$ cat config.mk
export PLATFORM = sky130hd
export DESIGN_NAME = pp_serial_accum_flat
export DESIGN_NICKNAME = d
export VERILOG_FILES = /design/src/rtl/pp_serial_accum_if.sv /design/src/rtl/pp_serial_accum.sv /design/src/flat_wrapper.sv
export SDC_FILE = /design/constraint.sdc
export NUM_CORES = 1
export LEC_CHECK = 0
export CORE_MARGIN = 2
export CORE_UTILIZATION = 49
export DETAILED_ROUTE_END_ITERATION = 16
export MAX_ROUTING_LAYER = met4
export PLACE_DENSITY = 0.7
export RECOVER_POWER = 25
export SLEW_MARGIN = 15
export SYNTH_ARGS = -nofsm -noshare
export SYNTH_HDL_FRONTEND = slang
export SYNTH_SLANG_ARGS = --single-unit
export TNS_END_PERCENT = 1
$ cat constraint.sdc
create_clock -name clk -period 6.9 [get_ports clk]
set_clock_uncertainty 0.05 [all_clocks]
set_input_delay 0.69 -clock clk [delete_from_list [all_inputs] [get_ports clk]]
set_output_delay 0.69 -clock clk [all_outputs]
set_load 0.01 [all_outputs]
$ cat src/rtl/pp_serial_accum_if.sv
// Handshake bundle between the partial-product generator, the serial accumulator and its consumer.
// Carries the optional ovf flag when PP_ACCUM_OVF_EN is defined.
interface pp_serial_accum_if #(
  parameter int unsigned W = 8
);
  logic           start;
  logic           pp_valid;
  logic           pp_ready;
  logic [W:0]     pp_in;
  logic           out_valid;
  logic           out_ready;
  logic [2*W-1:0] product;
  logic           busy;
`ifdef PP_ACCUM_OVF_EN
  logic           ovf;
`endif

  modport master (
    output start, pp_valid, pp_in, out_ready,
`ifdef PP_ACCUM_OVF_EN
    input  ovf,
`endif
    input  pp_ready, out_valid, product, busy
  );

  modport slave (
    input  start, pp_valid, pp_in, out_ready,
`ifdef PP_ACCUM_OVF_EN
    output ovf,
`endif
    output pp_ready, out_valid, product, busy
  );
endinterface

$ cat src/rtl/pp_serial_accum.sv
// Serial shift-and-add accumulator of W LSB-first partial products into a 2W-bit product.
// Optional PP_ACCUM_OVF_EN adds an ovf output flagging a carry into accumulator bit 2W.
module pp_serial_accum #(
  parameter int unsigned W = 8
) (
  input  logic                  clk,
  input  logic                  rst,
  pp_serial_accum_if.slave      bus
);
  localparam int unsigned CntW = (W > 1) ? $clog2(W) : 1;

  typedef enum logic [1:0] {StIdle, StAccum, StDone} state_e;

  state_e          state_q;
  logic [2*W:0]    acc_q;
  logic [CntW-1:0] cnt_q;
  logic [2*W-1:0]  product_q;
  logic            pp_ready_q;
  logic            out_valid_q;
  logic            busy_q;
`ifdef PP_ACCUM_OVF_EN
  logic            ovf_q;
`endif

  logic [2*W:0] pp_ext;
  logic [2*W:0] acc_sum;

  // 2W+1-bit accumulator keeps pp_in[W] headroom from wrapping before the final truncation.
  always_comb begin
    pp_ext  = {{W{1'b0}}, bus.pp_in};
    acc_sum = acc_q + (pp_ext << cnt_q);
  end

  always_ff @(posedge clk) begin
    if (rst) begin
      state_q     <= StIdle;
      acc_q       <= '0;
      cnt_q       <= '0;
      product_q   <= '0;
      pp_ready_q  <= 1'b0;
      out_valid_q <= 1'b0;
      busy_q      <= 1'b0;
`ifdef PP_ACCUM_OVF_EN
      ovf_q       <= 1'b0;
`endif
    end else begin
      unique case (state_q)
        StIdle: begin
          if (bus.start) begin
            state_q    <= StAccum;
            acc_q      <= '0;
            cnt_q      <= '0;
            pp_ready_q <= 1'b1;
            busy_q     <= 1'b1;
          end
        end
        StAccum: begin
          if (bus.pp_valid && pp_ready_q) begin
            acc_q     <= acc_sum;
            product_q <= acc_sum[2*W-1:0];
            cnt_q     <= cnt_q + 1'b1;
            if (cnt_q == CntW'(W - 1)) begin
              state_q     <= StDone;
              pp_ready_q  <= 1'b0;
              out_valid_q <= 1'b1;
`ifdef PP_ACCUM_OVF_EN
              ovf_q       <= acc_sum[2*W];
`endif
            end
          end
        end
        StDone: begin
          if (bus.out_ready) begin
            state_q     <= StIdle;
            out_valid_q <= 1'b0;
            busy_q      <= 1'b0;
`ifdef PP_ACCUM_OVF_EN
            ovf_q       <= 1'b0;
`endif
          end
        end
        default: begin
          state_q     <= StIdle;
          pp_ready_q  <= 1'b0;
          out_valid_q <= 1'b0;
          busy_q      <= 1'b0;
        end
      endcase
    end
  end

  assign bus.pp_ready  = pp_ready_q;
  assign bus.out_valid = out_valid_q;
  assign bus.product   = product_q;
  assign bus.busy      = busy_q;
`ifdef PP_ACCUM_OVF_EN
  assign bus.ovf       = ovf_q;
`endif
endmodule

$ cat src/flat_wrapper.sv
// flat-port wrapper written by rule: the top's interface ports become plain ports
module pp_serial_accum_flat 
#(
  parameter int unsigned W = 8
)
  (clk, rst, bus_start, bus_pp_valid, bus_pp_in, bus_out_ready, bus_pp_ready, bus_out_valid, bus_product, bus_busy);
  pp_serial_accum_if #(.W(W)) bus_i ();
  input  logic clk;
  input  logic rst;
  input wire logic [$bits(bus_i.start)-1:0] bus_start;
  input wire logic [$bits(bus_i.pp_valid)-1:0] bus_pp_valid;
  input wire logic [$bits(bus_i.pp_in)-1:0] bus_pp_in;
  input wire logic [$bits(bus_i.out_ready)-1:0] bus_out_ready;
  output wire logic [$bits(bus_i.pp_ready)-1:0] bus_pp_ready;
  output wire logic [$bits(bus_i.out_valid)-1:0] bus_out_valid;
  output wire logic [$bits(bus_i.product)-1:0] bus_product;
  output wire logic [$bits(bus_i.busy)-1:0] bus_busy;
  assign bus_i.start = bus_start;
  assign bus_i.pp_valid = bus_pp_valid;
  assign bus_i.pp_in = bus_pp_in;
  assign bus_i.out_ready = bus_out_ready;
  assign bus_pp_ready = bus_i.pp_ready;
  assign bus_out_valid = bus_i.out_valid;
  assign bus_product = bus_i.product;
  assign bus_busy = bus_i.busy;
  pp_serial_accum #(.W(W)) u_core (.clk(clk), .rst(rst), .bus(bus_i));
endmodule
==> results of run 1 <==
[worst reg2reg max path: stages (launching register included)]
cell	delay, ps
dfxtp_1	740
mux2_2	420
o21ai_0	230
mux2i_1	130
ha_1	440
a21oi_1	300
o21ai_0	150
a221oi_1	410
o21a_1	210
o221ai_1	130
[metal layers]
layer	track usage (%)	share of wire, %
met4	7.32	1.3
met5	-	0
met2	36.0	44
met1	31.9	51
met3	4.47	3.6
[area by class of cell]
type	count	area, um2
clock inverter	2	35.0
tap	70	87.6
fill	519	2090
clock buffer	6	72.6
multi-input combinational	271	1690
timing repair buffer	33	324
inverter	12	45.0
sequential	40	801
[state kept, by name, indices dropped and copies added, names as in the netlist]
register,cells
u_core.bus.product,16
u_core.bus.out_valid,1
u_core.acc_q,16
u_core.cnt_q,3
u_core.state_q,2
u_core.bus.pp_ready,1
u_core.bus.busy,1
[path summary, 6_finish.rpt]
check                                        end                                from  depth (start not counted)  slack (ps)
min           u_core.bus.product[7]$_SDFFE_PP0P_  u_core.bus.product[7]$_SDFFE_PP0P_                          2         400
max reg2reg  u_core.bus.product[15]$_SDFFE_PP0P_        u_core.cnt_q[1]$_SDFFE_PP0P_                          9        3540
min reg2reg   u_core.bus.product[7]$_SDFFE_PP0P_  u_core.bus.product[7]$_SDFFE_PP0P_                          2         400
max          u_core.bus.product[15]$_SDFFE_PP0P_                                 rst                          7        3340
[stage by stage]
step	util, %	std cells	instance area, um2
floorplan	-	340	2620
global placement	57.3	426	2950
detailed placement	57.3	426	2950
CTS	59.4	434	3050
global route	59.4	434	3050
finish	59.4	434	3050
[cell usage in the layout (no fill, tap or decap), drive strengths merged, types with 3 or more instances in the layout]
cell | synthesis | final
xnor2 | 3 | 3
nand2 | 58 | 58
dfxtp | 40 | 40
o21a | 3 | 3
a21o | 11 | 11
mux2 | 3 | 3
inv | 10 | 10
nand4 | 9 | 9
or3 | 4 | 4
clkinv | 2 | 3
o21ai | 15 | 15
a31oi | 3 | 3
dlygate4sd3 | 0 | 9
clkbuf | 9 | 7
clkdlybuf4s50 | 0 | 23
o211a | 3 | 3
a211o | 5 | 5
nor2 | 32 | 32
o22ai | 4 | 4
mux2i | 9 | 9
a21oi | 33 | 33
ha | 17 | 17
o211ai | 3 | 3
nand3 | 24 | 24
nand2b | 3 | 3
[where the power goes]
group	internal, mW	switching (mW)
Clock	0.107	0.0847
Sequential	0.234	0.00378
Combinational	0.0256	0.0363
[cells by family after synthesis]
group / synth area share [%]
adder cells (fa/ha/maj): 8.89
multiplexers: 4.73
buffers and inverters: 5.11
AO/OA/AOI/OAI: 23.3
AND/OR/NAND/NOR: 25.7
XOR/XNOR: 1.67
flip-flops: 30.6
==> flow_summary.ini, run 1 <==
[critical_path]
cp-end-kind = flip-flop
cpPeakStageDelay_ps = 940
cp-start-kind = input pin
crit_buf_inv = 3
cp_max_fo = 28
crit_chain = dlygate4sd3_1 -> clkbuf_1 -> clkinv_1 -> nand2b_1 -> nor2_1 -> o211ai_1 -> o221ai_1
slowest_stage = clkbuf_1
required_ps = 6990
cp_top_family = buffers and inverters
critical_path_class = in -> reg
worst_ep_arrival_time_ps = 3650

[clocking]
cts_tree = built
cts_root_buf = clkbuf_8
htreeDepth = 2
cts_max_path_buffers = 2
cts_buffers = 5
cts.sinks = 40
cts_setup_buffers = 0
worstSkewPairLatency_ps = 290
cts_hold_buf = 0
cts_resized = 0
clkTransAtPathRegs_ps = 80

[timing]
tns_ps = 0
finalCritPeriodShare_pct = 51.6
hold_slack_ps = 404
setup_violations = 0
slew_violations = 0
fmax_mhz = 281
maxSlewHeadroom_pct = 14.3
rsz0062_at_grt = false
worst_slew_pin_slew_ps = 1290
hold_viol = 0
setup_slack_ps = 3340
fin_crit_ps = 3560

[placed_design]
post-place-ws_ps = 3300
dp_hpwl_mm = 4.77
gp_congestion = 0.927
port-buffer-count = 32

[die]
initial_core_util_pct = 50.9
fp-row-count = 26
dieArea_mm2 = 0.00595
die_y_um = 77.1
die_w_um = 77.1
core_area_mm2 = 0.00514
ios = 33

[finish]
layout.nets = 395
area.growth.synth_to_final_pct = 16.5
drive_gt1_share_pct = 6.04
diodes = 0

[logic_synthesis]
yosysSeqAreaShare_pct = 30.6
synth.most_common_cell = nand2_1
synth_area_leaders = dfxtp_1 (31%), nand2_1 (8.2%), ha_1 (8.1%)
synth_common_cells = nand2_1 (57), dfxtp_1 (40), nor2_1 (31)
syn_nets = 372
synth-edff-count = 0
synth_warnings = 0
async_reset_ff_share_pct = 0
syn_area_per_cell_um2 = 7.70
ys_ff_latch = 40
ys_types = 55
synth_top_flop_cell = dfxtp_1
netlist.area_leader.share_pct = 30.6
syn_area_mm2 = 0.00262
synth_cells = 340
synth_area_leader_cell = dfxtp_1

[power]
peakVddDrop_mv = 0.115
powerDensity_mw_per_mm2 = 161
p_leak_nw = 1.31
p_total_mw = 0.492

[route]
vias = 2513
detail-route-antenna-nets = 0
drtIter0Drc = 113
route.detailed.drc = 0
routedWlPerCell_um = 15.2
drt-total-wl_mm = 6.59
first_pass_iters = 5
vias_per_cell = 5.79

[grt]
grt_usage_pct = 23.7
grt_overflow = 0
grt_pass1_wl_mm = 11.1
antenna_found_initial = 0
grt_pass1_vias = 2339
grt_max_degree = 29

[hold_path]
hp-class = reg -> reg

[run_status]
status = finished, final reports clean

[job]
drv_cap = 0
(Power assumes the default switching activity.)
==> run 2, diff against run 1 <==
==> constraint.sdc (replaced) <==
create_clock -name clk -period 3.6 [get_ports clk]
set_clock_uncertainty 0.05 [all_clocks]
set_input_delay 0.36 -clock clk [delete_from_list [all_inputs] [get_ports clk]]
set_output_delay 0.36 -clock clk [all_outputs]
set_load 0.01 [all_outputs]
==> flow_summary.ini, run 2 (synthesized netlist as in run 1, its figures left out) <==
[timing]
hold_slack_ps = 404
finalCritPeriodShare_pct = 87.2
worst_slew_pin_slew_ps = 632
tns_ps = 0
setup_violations = 0
rsz0062_at_grt = false
hold_viol = 0
maxSlewHeadroom_pct = 57.7
fmax_mhz = 319
fin_crit_ps = 3140
slew_violations = 0

[clocking]
cts_resized = 0
cts_root_buf = clkbuf_8
cts.sinks = 40
cts_tree = built
htreeDepth = 2
cts_hold_buf = 0
worstSkewPairLatency_ps = 290
clkTransAtPathRegs_ps = 80
cts_buffers = 5
cts_max_path_buffers = 2
cts_setup_buffers = 0

[critical_path]
worst_ep_arrival_time_ps = 3260
cp-start-kind = flip-flop
worstReg2RegStart = u_core.cnt_q[1]$_SDFFE_PP0P_
ff2ff_setup_slack_ps = 460
cp_max_fo = 12
cp-end-kind = flip-flop
endpoint = u_core.bus.product[15]$_SDFFE_PP0P_
slowest_stage = dfxtp_1
cpPeakStageDelay_ps = 570
crit_chain = buf_4 -> mux2i_1 -> nand2_1 -> o21ai_0 -> mux2i_1 -> ha_1 -> a21oi_1 -> o21ai_0 -> a221oi_1 -> o21a_1 -> o221ai_1
required_ps = 3720
setup.worst_path.start = u_core.cnt_q[1]$_SDFFE_PP0P_
critical_path_class = reg -> reg
r2r_cells = 11
r2r-end = u_core.bus.product[15]$_SDFFE_PP0P_

[route]
vias_per_cell = 5.72
drtIter0Drc = 180
first_pass_iters = 5
route.detailed.drc = 0
vias = 2506
detail-route-antenna-nets = 0
routedWlPerCell_um = 15.0
drt-total-wl_mm = 6.58

[finish]
layout_common_cells = nand2_1 (57), dfxtp_1 (40), nor2_1 (31)
final_common_cell = nand2_1
layout.nets = 399
drive_gt1_share_pct = 7.34
area.growth.synth_to_final_pct = 18.4
fill_cells = 499
diodes = 0

[grt]
grt_overflow = 0
grt_usage_pct = 23.7
antenna_found_initial = 0
grt_max_degree = 29
grt_pass1_vias = 2366
grt_pass1_wl_mm = 11.2

[power]
p_total_mw = 0.985
powerDensity_mw_per_mm2 = 318
peakVddDrop_mv = 0.232
p_leak_nw = 1.35

[hold_path]
hp-class = reg -> reg

[die]
core_area_mm2 = 0.00514
ios = 33
initial_core_util_pct = 50.9
die_w_um = 77.1
dieArea_mm2 = 0.00595
fp-row-count = 26
die_y_um = 77.1

[placed_design]
dp_hpwl_mm = 4.86
gp_congestion = 0.908
port-buffer-count = 32

[job]
drv_cap = 0

[run_status]
status = finished, final reports clean
[run 2: cell types whose count changed in the layout (fill, tap and decap cells not counted)]
cell,change
dlygate4sd3_1,+2
clkbuf_1,-2
buf_4,+5
nor2_2,-1
clkdlybuf4s50_1,-2
clkbuf_8,+2
clkinv_2,-1
nor2_1,+1
[run 2: area by class of cell]
class	instances	area [um2]	share of cell area, %
tap	70	87.6	2.82
sequential	40	801	25.8
inverter	12	45.0	1.45
clock buffer	7	96.3	3.11
multi-input combinational	271	1680	54.3
clock inverter	1	30.0	0.968
timing repair buffer	37	358	11.5
[run 2: worst min-delay path by stage]
| stage | start | to | slack, ps | cells after the start |
|---|---|---|---|---|
| 2_1_floorplan | u_core.acc_q[8]$_SDFFE_PP0P_ | u_core.acc_q[8]$_SDFFE_PP0P_ | 380 | 2 |
| 3_3_place_gp | u_core.bus.product[2]$_SDFFE_PP0P_ | u_core.bus.product[2]$_SDFFE_PP0P_ | 390 | 2 |
| 3_5_place_dp | u_core.bus.product[3]$_SDFFE_PP0P_ | u_core.bus.product[3]$_SDFFE_PP0P_ | 400 | 2 |
| 4_1_cts | u_core.bus.product[3]$_SDFFE_PP0P_ | u_core.bus.product[3]$_SDFFE_PP0P_ | 410 | 2 |
| 5_1_grt | u_core.bus.product[4]$_SDFFE_PP0P_ | u_core.bus.product[4]$_SDFFE_PP0P_ | 430 | 2 |
| 6_report | u_core.bus.product[2]$_SDFFE_PP0P_ | u_core.bus.product[2]$_SDFFE_PP0P_ | 400 | 2 |
[run 2: power breakdown]
part	internal, mW	switching (mW)	total, mW
Clock	0.245	0.165	0.410
Sequential	0.449	0.00716	0.456
Combinational	0.0503	0.0692	0.120
[run 2: per-layer routing]
| layer | global-route usage (%) | up-vias | part of all wire [%] |
|---|---|---|---|
| met1 | 32.2 | 1163 | 51 |
| li1 | - | 1279 | - |
| met3 | 4.35 | 8 | 3.6 |
| met4 | 6.25 | 0 | 1.2 |
| met5 | - | - | 0 |
| met2 | 36.4 | 56 | 44 |
[run 2: metrics by stage]
stage / instances / area [um2] / util (%) / setup slack (ps)
after global placement: 430 / 2980 / 57.9 / 444
after CTS: 438 / 3100 / 60.3 / 520
after floorplan: 340 / 2620 / - / 795
after global routing: 438 / 3100 / 60.3 / 175
final: 438 / 3100 / 60.3 / 463
after detailed placement: 430 / 2980 / 57.9 / 411
[run 2: worst max-delay path, delay by kind of cell (launching register included)]
family                     cells  cell delay (ps)
AOI/OAI and AO/OA              6             1280
muxes                          2              360
buffers and inverters          1              240
DFF                            1              570
and+or+nand+nor                1               70
adders and majority gates      1              450
